## config.mk

```make
export PLATFORM = sky130hd
export DESIGN_NAME = effect_noise_gate
export DESIGN_NICKNAME = d
export VERILOG_FILES = /design/src/rtl/effect_noise_gate.sv
export SDC_FILE = /design/constraint.sdc
export NUM_CORES = 1
export LEC_CHECK = 0
export CAP_MARGIN = 5
export CORE_ASPECT_RATIO = 1.4
export CORE_UTILIZATION = 61
export DETAILED_ROUTE_END_ITERATION = 12
export DONT_BUFFER_PORTS = 1
export PLACE_DENSITY = 0.8
export SLEW_MARGIN = 20
export SYNTH_ARGS = -nofsm -noshare
export SYNTH_HDL_FRONTEND = slang
export SYNTH_SLANG_ARGS = --single-unit
export TNS_END_PERCENT = 10
```

## constraint.sdc

```tcl
create_clock -name i_clk -period 5.72 [get_ports i_clk]
set_input_delay 0.858 -clock i_clk [delete_from_list [all_inputs] [get_ports i_clk]]
set_output_delay 0.858 -clock i_clk [all_outputs]
set_load 0.05 [all_outputs]
```

## src/rtl/effect_noise_gate.sv

```systemverilog
// effect_noise_gate: hysteretic noise gate with attack/hold/release gain ramp; ports i_clk, i_rst_n, i_valid, i_enable, i_level[2:0], i_data[15:0] -> o_data[15:0], o_valid, o_gate_open
module effect_noise_gate #(
  parameter int ENV_SHIFT    = 7,
  parameter int ATTACK_STEP  = 2048,
  parameter int RELEASE_STEP = 128,
  parameter int HOLD_SAMPLES = 4800
) (
  input  logic               i_clk,
  input  logic               i_rst_n,
  input  logic               i_valid,
  input  logic               i_enable,
  input  logic [2:0]         i_level,
  input  logic signed [15:0] i_data,
  output logic signed [15:0] o_data,
  output logic               o_valid,
  output logic               o_gate_open
);
  localparam int HW = $clog2(HOLD_SAMPLES + 1);
  localparam logic [11:0] TH [8] = '{12'd200, 12'd400, 12'd600, 12'd900, 12'd1200, 12'd1600, 12'd2000, 12'd2500};
  typedef enum logic [2:0] {CLOSED, ATTACK, OPEN, HOLD, RELEASE} state_t;
  state_t state_q, state_d;
  logic [15:0] gain_q, gain_d, sat_up, sat_dn;
  logic [16:0] gain_up, gain_dn;
  logic signed [16:0] env_q, env_d, sx, abs_v, diff, open_th, close_th;
  logic [HW-1:0] hold_q, hold_d;
  logic signed [15:0] data_q, data_d, scaled;
  logic signed [32:0] prod;
  logic valid_q, open_q, open_d;
  always_comb begin
    sx = {i_data[15], i_data};
    abs_v = (sx == -17'sd32768) ? 17'sd32767 : sx[16] ? -sx : sx;
    diff = abs_v - env_q;
    open_th = {5'd0, TH[i_level]};
    close_th = open_th - (open_th >>> 2);
    gain_up = {1'b0, gain_q} + 17'(ATTACK_STEP);
    gain_dn = {1'b0, gain_q} - 17'(RELEASE_STEP);
    sat_up = gain_up[16] ? 16'hFFFF : gain_up[15:0];
    sat_dn = gain_dn[16] ? 16'h0000 : gain_dn[15:0];
    prod = $signed(i_data) * $signed({1'b0, gain_q});
    scaled = 16'(prod >>> 16);
    state_d = state_q;
    gain_d = gain_q;
    hold_d = hold_q;
    env_d = env_q;
    data_d = data_q;
    open_d = open_q;
    if (i_valid) begin
      env_d = env_q + (diff >>> ENV_SHIFT);
      data_d = (!i_enable || gain_q == 16'hFFFF) ? i_data : (gain_q == 16'h0000) ? 16'sd0 : scaled;
      if (!i_enable) begin
        state_d = OPEN;
        gain_d = 16'hFFFF;
        hold_d = '0;
      end else begin
        case (state_q)
          CLOSED: begin
            gain_d = 16'h0000;
            if (env_q >= open_th) state_d = ATTACK;
          end
          ATTACK: begin
            gain_d = sat_up;
            if (sat_up == 16'hFFFF) state_d = OPEN;
          end
          OPEN: begin
            gain_d = 16'hFFFF;
            if (env_q < close_th) begin
              state_d = HOLD;
              hold_d = HW'(HOLD_SAMPLES);
            end
          end
          HOLD: begin
            gain_d = 16'hFFFF;
            if (env_q >= open_th) state_d = OPEN;
            else if (hold_q == HW'(1)) state_d = RELEASE;
            else hold_d = hold_q - HW'(1);
          end
          RELEASE: begin
            if (env_q >= open_th) state_d = ATTACK;
            else begin
              gain_d = sat_dn;
              if (sat_dn == 16'h0000) state_d = CLOSED;
            end
          end
          default: state_d = CLOSED;
        endcase
      end
      open_d = state_d != CLOSED;
    end
  end
  always_ff @(posedge i_clk or negedge i_rst_n) begin
    if (!i_rst_n) begin
      state_q <= CLOSED;
      gain_q <= '0;
      env_q <= '0;
      hold_q <= '0;
      data_q <= '0;
      valid_q <= 1'b0;
      open_q <= 1'b0;
    end else begin
      state_q <= state_d;
      gain_q <= gain_d;
      env_q <= env_d;
      hold_q <= hold_d;
      data_q <= data_d;
      valid_q <= i_valid;
      open_q <= open_d;
    end
  end
  assign o_data = data_q;
  assign o_valid = valid_q;
  assign o_gate_open = open_q;
endmodule

```

==> impl_metrics.csv <==
group,metric,value,unit
outcome,status,"complete, but fails checks",
outcome,violations,"negative setup slack",
layout,final_layout_size_suffix_gt1_frac,0.133,
routing,num_vias,12500,
routing,drt_iter0_drc,731,
clocking,clk_pin_slew_worst_paths,0.07,ns
sta,tightest_slew,0.832,ns
die,die_area,24200,sq um
sta,timing.final.hold_violations,0,
place,hpwl,30.5,mm
synthesis,synth_top_cell_by_area,"fa_1",
sta,min_period,6.14,ns
routing,wl_per_cell,18.9,um
sta,setup_violations,16,
synthesis,ys_warn_count,0,
clocking,clk-insertion-delay-late,0.36,ns
worst_setup_path,crit_slowest_cell,"fa_1",
worst_setup_path,path_cells,"buf_4, buf_4, and2_1, fa_1, fa_1, fa_1, fa_1, fa_1, inv_1, fa_1, inv_1, ha_4, nand3_1, nor2_2, nand2_2, a211oi_2, buf_4, nor4b_4, buf_4, o31ai_2, a31oi_2, xor2_1, o221ai_1",
worst_setup_path,crit_fanout,4,
worst_setup_path,cpPeakStageDelay,0.59,ns
synthesis,ys_seq_elements,67,
worst_setup_path,crit_type,"register to register",
min_path,hold_class,"input pin to async pin",
sta,tns,-3.60,ns
place,portBuffers,0,
die,placementRows,66,
die,core_area,23200,sq um
global_routing,grt_pass1_vias,13600,
layout,num_antenna_cells,0,
layout,seqCellArea,1680,sq um
layout,final_cell_mix,"inv_1, nand2_1, fa_1",
place,dp.cells,2053,
clocking,htree_levels,3,
clocking,clock-root-buffer,"clkbuf_16",
layout,multi_input_area,11500,sq um
global_routing,grt_overflow,0,
clocking,clockBufferDepth,2,
clocking,cts.sinks,67,
worst_setup_path,worst-path-buf-inv,6,
global_routing,grt_usage,0.345,
routing,drcViolationCount,0,
global_routing,grt_max_degree,68,
layout,fillers,1752,
sta,max_freq,163,MHz
global_routing,grt_pass1_wl,65.7,mm
flow_run,cap_viol_max_count,0,
place,place_congestion,0.919,
layout,final_core_util,0.697,
worst_setup_path,cp-end-kind,"register",
synthesis,netlist_area,14400,sq um
die,dieHeight,184,um
synthesis,syn_nets,2107,
synthesis,yosysUniqueCellTypes,72,
sta,rsz0062_at_grt,"yes",
clocking,cts_tree,"done",
clocking,holdBufCountCts,0,
die,io_pins,41,
worst_setup_path,cpMostUsedCell,"fa_1",
sta,fin_crit_sh,1.07,
sta,skew,0.0163,ns
synthesis,yosysSeqAreaShare,0.117,
global_routing,antenna_found_initial,1,
routing,first_pass_iters,5,
synthesis,postSynthAreaPerCell,8.44,sq um
synthesis,yosys_most_used_dff,"dfrtp_1",
synthesis,synth_area_leaders,"fa_1, ha_1, dfrtp_1",
layout,syn_to_final_growth,12.7,%
synthesis,postSynthCellCount,1703,
clocking,numCtsBuffers,9,
worst_setup_path,worstPathArrival,6.34,ns
die,initial_core_util,0.619,
worst_setup_path,required,5.92,ns
sta,fin_ws,-0.419,ns
synthesis,synth_top_area_frac,0.270,
synthesis,async_flop_share,1.00,
die,fp.dieW,132,um
layout,layout.cells.most_common,"inv_1",
worst_setup_path,setup.worst_path.start_class,"register",
routing,vias_per_cell,6.01,
sta,relSlewSlack,0.443,
synthesis,synth_edf_count,0,
routing,wl,39.2,mm
routing,ant_nets,0,
layout,nets,2170,
worst_setup_path,path_delay_family,"adder cells",
sta,whs,0.189,ns
layout,final_cells,2077,
sta,drv_slew,0,
-- flip-flops by register name (all words and copies together) (netlist names) --
name,cells
env_q,17
gain_q,16
hold_q,13
o_data,16
o_gate_open,1
o_valid,1
state_q,3
-- final cells by class --
type | count | share of cell area
multi-input cells | 1251 | 0.714
flip-flops and latches | 67 | 0.104
repair buffers | 140 | 0.0696
inverters | 297 | 0.0689
well taps | 306 | 0.0237
clock buffers | 10 | 0.0148
clock inverters | 6 | 0.00549
-- what timing repair did --
item | in CTS | in global routing
buffers inserted | 6 | 2
cloned | 0 | 0
hold endpoints to repair | 0 | 0
resized for setup | 33 | 6
pin swaps | 21 | 12
setup endpoints to repair | 17 | 20
-- final timing paths --
check	slack (ns)	startpoint	cells after the start	to
setup / recovery	-0.42	gain_q[6]	23	o_data[14]
hold / removal	0.19	i_rst_n	0	o_data[5]
setup reg to reg	-0.42	gain_q[6]	23	o_data[14]
max in group asynchronous	5.39	i_rst_n	0	gain_q[6]
min in group i_clk	0.51	hold_q[10]	1	hold_q[10]
hold reg to reg	0.51	hold_q[10]	1	hold_q[10]
-- routing by layer --
layer	wire, um	global-route usage	vias to the layer above
met5	18	0	-
met4	2360	0.226	2
met3	2420	0.0557	169
met2	20400	0.623	475
met1	14000	0.373	6226
li1	-	-	5617
-- cell usage after synthesis (3+ instances only) --
cell type	n
a211oi_1	12
a21o_1	20
a21oi_1	66
a221oi_1	4
a22o_1	4
a22oi_1	3
a311o_1	3
a31oi_1	19
and2_1	111
and3_1	14
buf_1	8
clkbuf_1	78
dfrtp_1	67
fa_1	194
ha_1	187
inv_1	297
mux2_2	3
mux2i_1	6
nand2_1	208
nand2b_1	16
nand3_1	29
nand4_1	10
nor2_1	70
nor2b_1	7
nor3_1	31
nor3b_1	6
nor4_1	10
o211ai_1	4
o21a_1	16
o21ai_0	55
o21ai_1	4
o221ai_1	7
o311ai_0	3
o31ai_1	11
or2_2	6
or3_1	7
or4_1	4
xnor2_1	38
xor2_1	22
-- cell families after synthesis --
logic type	Yosys count	synth area share
simple gates	539	0.184
buf+inv	385	0.101
fa+ha+maj	381	0.433
compound gates	262	0.122
flops	67	0.117
xor+xnor	60	0.0366
mux	9	0.00653
-- stage by stage --
stage                     setup WS [ns]  cell area, sq um
after floorplan                  -0.456             14700
after global placement           -0.794             15600
after detailed placement         -0.931             15600
after CTS                        -0.323             16100
after global routing             -0.675             16200
final                            -0.419             16200
Power is not shown: default switching activity piles up to over one toggle a cycle in this logic, so the estimate is an artifact.
